`config.mk`:
```
export PLATFORM = sky130hd
export DESIGN_NAME = forward_ctrl_unit
export DESIGN_NICKNAME = d
export VERILOG_FILES = /design/src/rtl/forward_ctrl_unit_pkg.sv /design/src/rtl/forward_ctrl_unit_fwd_match.sv /design/src/rtl/forward_ctrl_unit.sv
export SDC_FILE = /design/constraint.sdc
export NUM_CORES = 1
export LEC_CHECK = 0
export BUFFER_PORTS_ARGS = -buffer_cell sky130_fd_sc_hd__buf_2
export CAP_MARGIN = 10
export CORE_MARGIN = 5
export CORE_UTILIZATION = 57
export CTS_CLUSTER_DIAMETER = 200
export DETAILED_ROUTE_END_ITERATION = 16
export PLACE_DENSITY = 0.95
export SLEW_MARGIN = 20
export SYNTH_ARGS = -nofsm -noshare
export SYNTH_HDL_FRONTEND = slang
export SYNTH_SLANG_ARGS = --single-unit
```
`constraint.sdc`:
```
create_clock -name clk -period 4.5 [get_ports clk]
set_input_delay 0.45 -clock clk [delete_from_list [all_inputs] [get_ports clk]]
set_output_delay 0.45 -clock clk [all_outputs]
set_load 0.005 [all_outputs]
```
`src/rtl/forward_ctrl_unit_pkg.sv`:
```
// Shared types for the EX-stage forwarding / hazard control slice.
//   forwardCtrl_e : operand-mux select for the EX rs1/rs2 inputs
//   stage_tag_t   : destination tag carried by each shadow pipeline stage
//   ctrl_mode_e   : which of the per-cycle pipeline actions won this cycle
package forward_ctrl_unit_pkg;

  // Register-index width of the tags; the top's REG_AW defaults to this.
  localparam int unsigned TAG_RD_W = 5;

  typedef enum logic [1:0] {
    FORWARD_NONE     = 2'd0,
    FORWARD_FROM_MEM = 2'd1,
    FORWARD_FROM_WB  = 2'd2
  } forwardCtrl_e;

  typedef struct packed {
    logic                valid;
    logic [TAG_RD_W-1:0] rd;
    logic                reg_write;
    logic                is_load;
  } stage_tag_t;

  // Empty stage. Invalid tags are always kept all-zero so a stale rd can
  // never leak into a compare.
  localparam stage_tag_t TAG_INVALID = '0;

  typedef enum logic [1:0] {
    MODE_ADVANCE  = 2'd0,
    MODE_FREEZE   = 2'd1,
    MODE_FLUSH    = 2'd2,
    MODE_LOAD_USE = 2'd3
  } ctrl_mode_e;

endpackage

```
`src/rtl/forward_ctrl_unit_fwd_match.sv`:
```
// fwd_match: combinational compare of one ID source index against the
// EX and MEM shadow tags, producing the forward select that the operand
// will need once the ID instruction has moved into EX.
//   rs            : ID source register index
//   ex_tag        : tag of the instruction currently in EX
//   mem_valid/rd/reg_write : fields of the tag currently in MEM
//   sel           : resulting forward select
module fwd_match
  import forward_ctrl_unit_pkg::*;
(
  input  logic [TAG_RD_W-1:0] rs,
  input  stage_tag_t          ex_tag,
  input  logic                mem_valid,
  input  logic [TAG_RD_W-1:0] mem_rd,
  input  logic                mem_reg_write,
  output forwardCtrl_e        sel
);

  logic rs_nonzero;
  logic ex_hit;
  logic mem_hit;

  // x0 is hard-wired, so a zero source never takes a forwarded value.
  // A load in EX cannot forward from MEM; that case is a load-use stall.
  always_comb begin
    rs_nonzero = (rs != '0);
    ex_hit     = rs_nonzero & ex_tag.valid & ex_tag.reg_write
                 & ~ex_tag.is_load & (ex_tag.rd == rs);
    mem_hit    = rs_nonzero & mem_valid & mem_reg_write & (mem_rd == rs);
  end

  // The younger producer (EX) wins over the older one (MEM).
  always_comb begin
    sel = FORWARD_NONE;
    if (ex_hit) begin
      sel = FORWARD_FROM_MEM;
    end else if (mem_hit) begin
      sel = FORWARD_FROM_WB;
    end
  end

endmodule

```
`src/rtl/forward_ctrl_unit.sv`:
```
// forward_ctrl_unit: forwarding-select and stall/flush control for the
// 5-stage RV32 core. Keeps a shadow copy of the destination tags in EX,
// MEM and WB and from them derives the registered EX operand selects and
// the same-cycle stall, flush and bubble controls.
//   clk, rst_n              : clock, asynchronous active-low reset
//   id_*                    : decoded fields of the instruction in ID
//   ex_branch_taken         : EX redirects the PC this cycle
//   dmem_busy               : data memory not ready, whole pipe freezes
//   fwd_sel_rs1/rs2         : registered forward selects for EX operands
//   stall_if/stall_id       : hold PC / hold IF-ID register
//   flush_id                : clear IF-ID register
//   bubble_ex               : load a NOP into ID-EX register
//   stall_cycles            : saturating count of cycles with stall_id set
module forward_ctrl_unit
  import forward_ctrl_unit_pkg::*;
#(
  parameter int unsigned REG_AW = TAG_RD_W,
  parameter int unsigned CNT_W  = 32
) (
  input  logic              clk,
  input  logic              rst_n,
  input  logic              id_valid,
  input  logic [REG_AW-1:0] id_rs1,
  input  logic [REG_AW-1:0] id_rs2,
  input  logic [REG_AW-1:0] id_rd,
  input  logic              id_reg_write,
  input  logic              id_is_load,
  input  logic              ex_branch_taken,
  input  logic              dmem_busy,
  output forwardCtrl_e      fwd_sel_rs1,
  output forwardCtrl_e      fwd_sel_rs2,
  output logic              stall_if,
  output logic              stall_id,
  output logic              flush_id,
  output logic              bubble_ex,
  output logic [CNT_W-1:0]  stall_cycles
);

  stage_tag_t       ex_tag_q, ex_tag_d;
  stage_tag_t       mem_tag_q, mem_tag_d;
  stage_tag_t       wb_tag_q, wb_tag_d;
  stage_tag_t       id_tag;
  forwardCtrl_e     fwd_sel_rs1_q, fwd_sel_rs1_d;
  forwardCtrl_e     fwd_sel_rs2_q, fwd_sel_rs2_d;
  forwardCtrl_e     id_sel_rs1, id_sel_rs2;
  logic [CNT_W-1:0] stall_cycles_q, stall_cycles_d;
  logic             ex_load_pending;
  logic             load_use;
  ctrl_mode_e       mode;

  // Tag the ID instruction would carry into EX; a non-instruction becomes
  // an all-zero invalid tag.
  always_comb begin
    id_tag = TAG_INVALID;
    if (id_valid) begin
      id_tag.valid     = 1'b1;
      id_tag.rd        = id_rd;
      id_tag.reg_write = id_reg_write;
      id_tag.is_load   = id_is_load;
    end
  end

  fwd_match u_fwd_rs1 (
    .rs            (id_rs1),
    .ex_tag        (ex_tag_q),
    .mem_valid     (mem_tag_q.valid),
    .mem_rd        (mem_tag_q.rd),
    .mem_reg_write (mem_tag_q.reg_write),
    .sel           (id_sel_rs1)
  );

  fwd_match u_fwd_rs2 (
    .rs            (id_rs2),
    .ex_tag        (ex_tag_q),
    .mem_valid     (mem_tag_q.valid),
    .mem_rd        (mem_tag_q.rd),
    .mem_reg_write (mem_tag_q.reg_write),
    .sel           (id_sel_rs2)
  );

  // A load in EX whose data only exists after MEM: the consumer in ID must
  // wait one cycle and then picks the value up from the WB path.
  always_comb begin
    ex_load_pending = ex_tag_q.valid & ex_tag_q.is_load & ex_tag_q.reg_write
                      & (ex_tag_q.rd != '0);
    load_use        = id_valid & ex_load_pending
                      & ((ex_tag_q.rd == id_rs1) | (ex_tag_q.rd == id_rs2));
  end

  // Priority: memory freeze beats branch flush beats load-use stall.
  always_comb begin
    mode = MODE_ADVANCE;
    if (dmem_busy) begin
      mode = MODE_FREEZE;
    end else if (ex_branch_taken) begin
      mode = MODE_FLUSH;
    end else if (load_use) begin
      mode = MODE_LOAD_USE;
    end
  end

  // Pipeline controls and shadow-pipeline next state. Flush and load-use
  // both insert a bubble into EX while older tags keep draining.
  always_comb begin
    stall_if      = 1'b0;
    stall_id      = 1'b0;
    flush_id      = 1'b0;
    bubble_ex     = 1'b0;
    ex_tag_d      = ex_tag_q;
    mem_tag_d     = mem_tag_q;
    wb_tag_d      = wb_tag_q;
    fwd_sel_rs1_d = fwd_sel_rs1_q;
    fwd_sel_rs2_d = fwd_sel_rs2_q;
    unique case (mode)
      MODE_FREEZE: begin
        stall_if = 1'b1;
        stall_id = 1'b1;
      end
      MODE_FLUSH: begin
        flush_id      = 1'b1;
        bubble_ex     = 1'b1;
        ex_tag_d      = TAG_INVALID;
        mem_tag_d     = ex_tag_q;
        wb_tag_d      = mem_tag_q;
        fwd_sel_rs1_d = FORWARD_NONE;
        fwd_sel_rs2_d = FORWARD_NONE;
      end
      MODE_LOAD_USE: begin
        stall_if      = 1'b1;
        stall_id      = 1'b1;
        bubble_ex     = 1'b1;
        ex_tag_d      = TAG_INVALID;
        mem_tag_d     = ex_tag_q;
        wb_tag_d      = mem_tag_q;
        fwd_sel_rs1_d = FORWARD_NONE;
        fwd_sel_rs2_d = FORWARD_NONE;
      end
      default: begin
        ex_tag_d      = id_tag;
        mem_tag_d     = ex_tag_q;
        wb_tag_d      = mem_tag_q;
        fwd_sel_rs1_d = id_sel_rs1;
        fwd_sel_rs2_d = id_sel_rs2;
      end
    endcase
  end

  // Stall-cycle counter sticks at all-ones instead of wrapping.
  always_comb begin
    stall_cycles_d = stall_cycles_q;
    if (stall_id && (stall_cycles_q != {CNT_W{1'b1}})) begin
      stall_cycles_d = stall_cycles_q + 1'b1;
    end
  end

  always_ff @(posedge clk or negedge rst_n) begin
    if (!rst_n) begin
      ex_tag_q       <= TAG_INVALID;
      mem_tag_q      <= TAG_INVALID;
      wb_tag_q       <= TAG_INVALID;
      fwd_sel_rs1_q  <= FORWARD_NONE;
      fwd_sel_rs2_q  <= FORWARD_NONE;
      stall_cycles_q <= '0;
    end else begin
      ex_tag_q       <= ex_tag_d;
      mem_tag_q      <= mem_tag_d;
      wb_tag_q       <= wb_tag_d;
      fwd_sel_rs1_q  <= fwd_sel_rs1_d;
      fwd_sel_rs2_q  <= fwd_sel_rs2_d;
      stall_cycles_q <= stall_cycles_d;
    end
  end

  assign fwd_sel_rs1  = fwd_sel_rs1_q;
  assign fwd_sel_rs2  = fwd_sel_rs2_q;
  assign stall_cycles = stall_cycles_q;

  // The WB tag is not needed to make decisions; it cross-checks that a
  // WB forward always points at a real register-writing producer.
  a_wb_fwd_source : assert property (@(posedge clk) disable iff (!rst_n)
    ((fwd_sel_rs1_q == FORWARD_FROM_WB) || (fwd_sel_rs2_q == FORWARD_FROM_WB))
    |-> (wb_tag_q.valid && wb_tag_q.reg_write && (wb_tag_q.rd != '0)));

  a_wb_invalid_clean : assert property (@(posedge clk) disable iff (!rst_n)
    !wb_tag_q.valid |-> (wb_tag_q == TAG_INVALID));

endmodule
```
==> summary.md <==
| Metric | Value |
|---|---|
| Util after Layout | `68.7%` |
| Most instantiated library cell after synthesis | `dfrtp_1` |
| Maximum vdd ir drop | `240 uV` |
| Measured slew at the worst slew-check pin | `0.740 ns` |
| Run status | `complete, no violations` |
| Clk sinks | `51` |
| DR pass1 iterations | `4` |
| Grt total ovfl | `0` |
| Post-synthesis mux area share | `3.12%` |
| I/O pin count | `62` |
| Syn Inst Count | `229` |
| Critical path launch point type | `flip-flop` |
| Initial antenna violation count | `0` |
| Seq/Total Area, Yosys | `50.5%` |
| Nets | `314` |
| HP Class | `in2async` |
| Placer Congestion | `0.911` |
| Antenna-violating nets left | `0` |
| Total length of routed wires | `5520 um` |
| FF/Latch Area | `1280 um^2` |
| Worst-path fanout max | `11` |
| Synth unique cells | `39` |
| Pre-CTS setup slack | `2.00 ns` |
| Leak pwr | `1.42 nW` |
| Fraction of layout cells with a size suffix above 1 | `28.2%` |
| Share of the synthesized area in the top cell type | `50.5%` |
| Vias in the first global route | `1931` |
| Xor-xnor portion of the synthesized cell area | `18.0%` |
| Worst-path clk slew | `0.09 ns` |
| Arr. time, crit path | `2.61 ns` |
| Async set or reset register ratio after synthesis | `100%` |
| RSZ-0062 raised after global routing | `false` |
| Max Fclk | `412 MHz` |
| Synth top cells by count | `dfrtp_1 (51), xnor2_1 (34), nand2_1 (24)` |
| WS Path Type | `reg2reg` |
| Max-slew headroom | `50.3%` |
| CTS max path bufs | `2` |
| H-tree depth | `2` |
| Rows | `24` |
| Final hold viol count | `0` |
| WL/cell | `16.1 um` |
| Clock latency on the worst-skew pair | `0.31 ns` |
| Post-synthesis simple-gate area fraction | `20.8%` |
| Cell area after placement | `2860 um^2` |
| Largest family of logic cells by synthesized area | `simple AND/OR/NAND/NOR gates` |
| Initial Utilization | `58.4%` |
| Total negative slack | `0 ns` |
| Die area | `5860 um^2` |
| Final critical-path required period | `2.43 ns` |
| Residual DRC | `0` |
| DRT iter0 DRCs | `129` |
| Net Count, Synth | `252` |
| Mean Syn Cell Area | `11.0 um^2` |
| Final setup violating endpoints | `0` |
| Post-Synth Adder-Cell Area | `0.495%` |
| Cts bufs inserted | `5` |
| Number of synthesized register bits | `51` |
| Die X | `76.6 um` |
| CORE AREA | `4320 um^2` |
| Via density per instance | `5.76` |
| Pin count of the biggest net entering global routing | `52` |
| Setup Fix Bufs, Post-CTS | `0` |
| Root Driver | `clkbuf_8` |
| Area of the multi-input gates | `1210 um^2` |
| Port buffer count | `61` |
| Ys flop type | `dfrtp_1` |
| Post-CTS Hold Buffers | `0` |
| ANT cells | `0` |
| Pwr/cell area | `332 nW/um^2` |
| Max-slew violation count | `0` |
| Largest cells by area after synthesis | `dfrtp_1 (51%), xnor2_1 (12%), xor2_1 (5.5%)` |
| Fin area | `2970 um^2` |
| P&R area growth vs syn | `17.5%` |
| Vias post-DR | `1977` |
| Fill cell count | `338` |
| WP data required | `4.68 ns` |
| Fin crit share | `54.0%` |
| Largest area contributor in the netlist | `dfrtp_1` |
| HPWL after detailed placement | `4130 um` |
| Post-route worst setup slack | `2.07 ns` |
| Number of synthesized flops with an enable pin | `0` |
| Total track usage | `19.1%` |
| Global-route wire length before repair | `9050 um` |
| Maximum Capacitance Violations | `0` |
| Post-Synthesis Cell Area | `2530 um^2` |
| Skew final | `0.0102 ns` |
| Die H | `76.6 um` |
| CTS tree | `yes` |
| Crit end category | `flip-flop` |
| Yosys warnings | `0` |
| # resized after CTS | `0` |
| Compound-gate portion of the synthesized area | `5.70%` |
layout make-up:
cell class	count	share of cell area [%]
clock buffer	6	2.44
clock inverter	1	1.01
inverter	1	0.126
multi-input combinational	171	40.9
sequential	51	43.0
tap	52	2.19
timing repair buffer	61	10.4
placed cells by master, fill, tap and decap left out, types with 2 or more instances in the layout:
cell type  instances
a22o_1             7
and3_1             4
and4_1             2
buf_2             60
clkbuf_8           5
dfrtp_1           51
mux2_2             7
nand2_1           24
nand3_1           15
nand4_1           13
nor2_1            10
nor2b_1            2
nor3_1             9
nor3_2             2
nor4_1             2
o31ai_1            2
o41ai_1            2
or3_1              3
or4_1              2
xnor2_1           34
xor2_1            16
metal layers:
layer	track usage (%)	wire length [um]	vias to the layer above
met5	0	0	-
met4	6.64	82	0
met3	6.26	381	8
met2	30.8	2710	78
met1	24.0	2340	964
li1	-	-	927
critical path: stages (launching register included):
cell and delay [ns]:
dfrtp_1 0.40, ha_1 0.20, nand2_1 0.09, nor3_1 0.36
nand4_1 0.20, nor3_1 0.42, nor2_1 0.28, and2_1 0.24
xor2_1 0.14
flip-flops by register name (all words and copies together) (netlist names):
| register | cells |
|---|---|
| stall_cycles | 32 |
| fwd_sel_rs1 | 2 |
| fwd_sel_rs2 | 2 |
| mem_tag_q | 7 |
| ex_tag_q | 8 |
final timing paths:
kind / from / endpoint / slack [ns] / depth (start not counted)
max in group asynchronous: rst_n / stall_cycles[8] / 3.93 / 1
max reg2reg: stall_cycles[0] / stall_cycles[21] / 2.07 / 8
min reg2reg: fwd_sel_rs2[0] / fwd_sel_rs2[0] / 0.48 / 2
min in group clk: id_reg_write / ex_tag_q[1] / 0.35 / 2
min: rst_n / fwd_sel_rs2[0] / 0.15 / 1
max: stall_cycles[0] / stall_cycles[21] / 2.07 / 8
through the flow:
stage	cells	power [mW]	hold WS, ns
floorplan	229	0.620	0.154
global placement	336	0.682	0.457
detailed placement	336	0.687	0.458
CTS	343	0.995	0.343
global route	343	1.03	0.201
finish	343	0.985	0.154
cells by family after synthesis:
group / count (synthesis)
and+or+nand+nor: 95
DFF: 51
AOI/OAI and AO/OA: 17
muxes: 7
adders and majority gates: 1
xor gates and xnor gates: 51
buffers and inverters: 7
power by group:
group          switching, mW  leakage (nW)  internal [mW]
clock network          0.145        0.0513          0.163
registers             0.0432         0.691          0.493
logic                 0.0698         0.677         0.0701
Note: power is estimated with default switching activity, not from simulation.
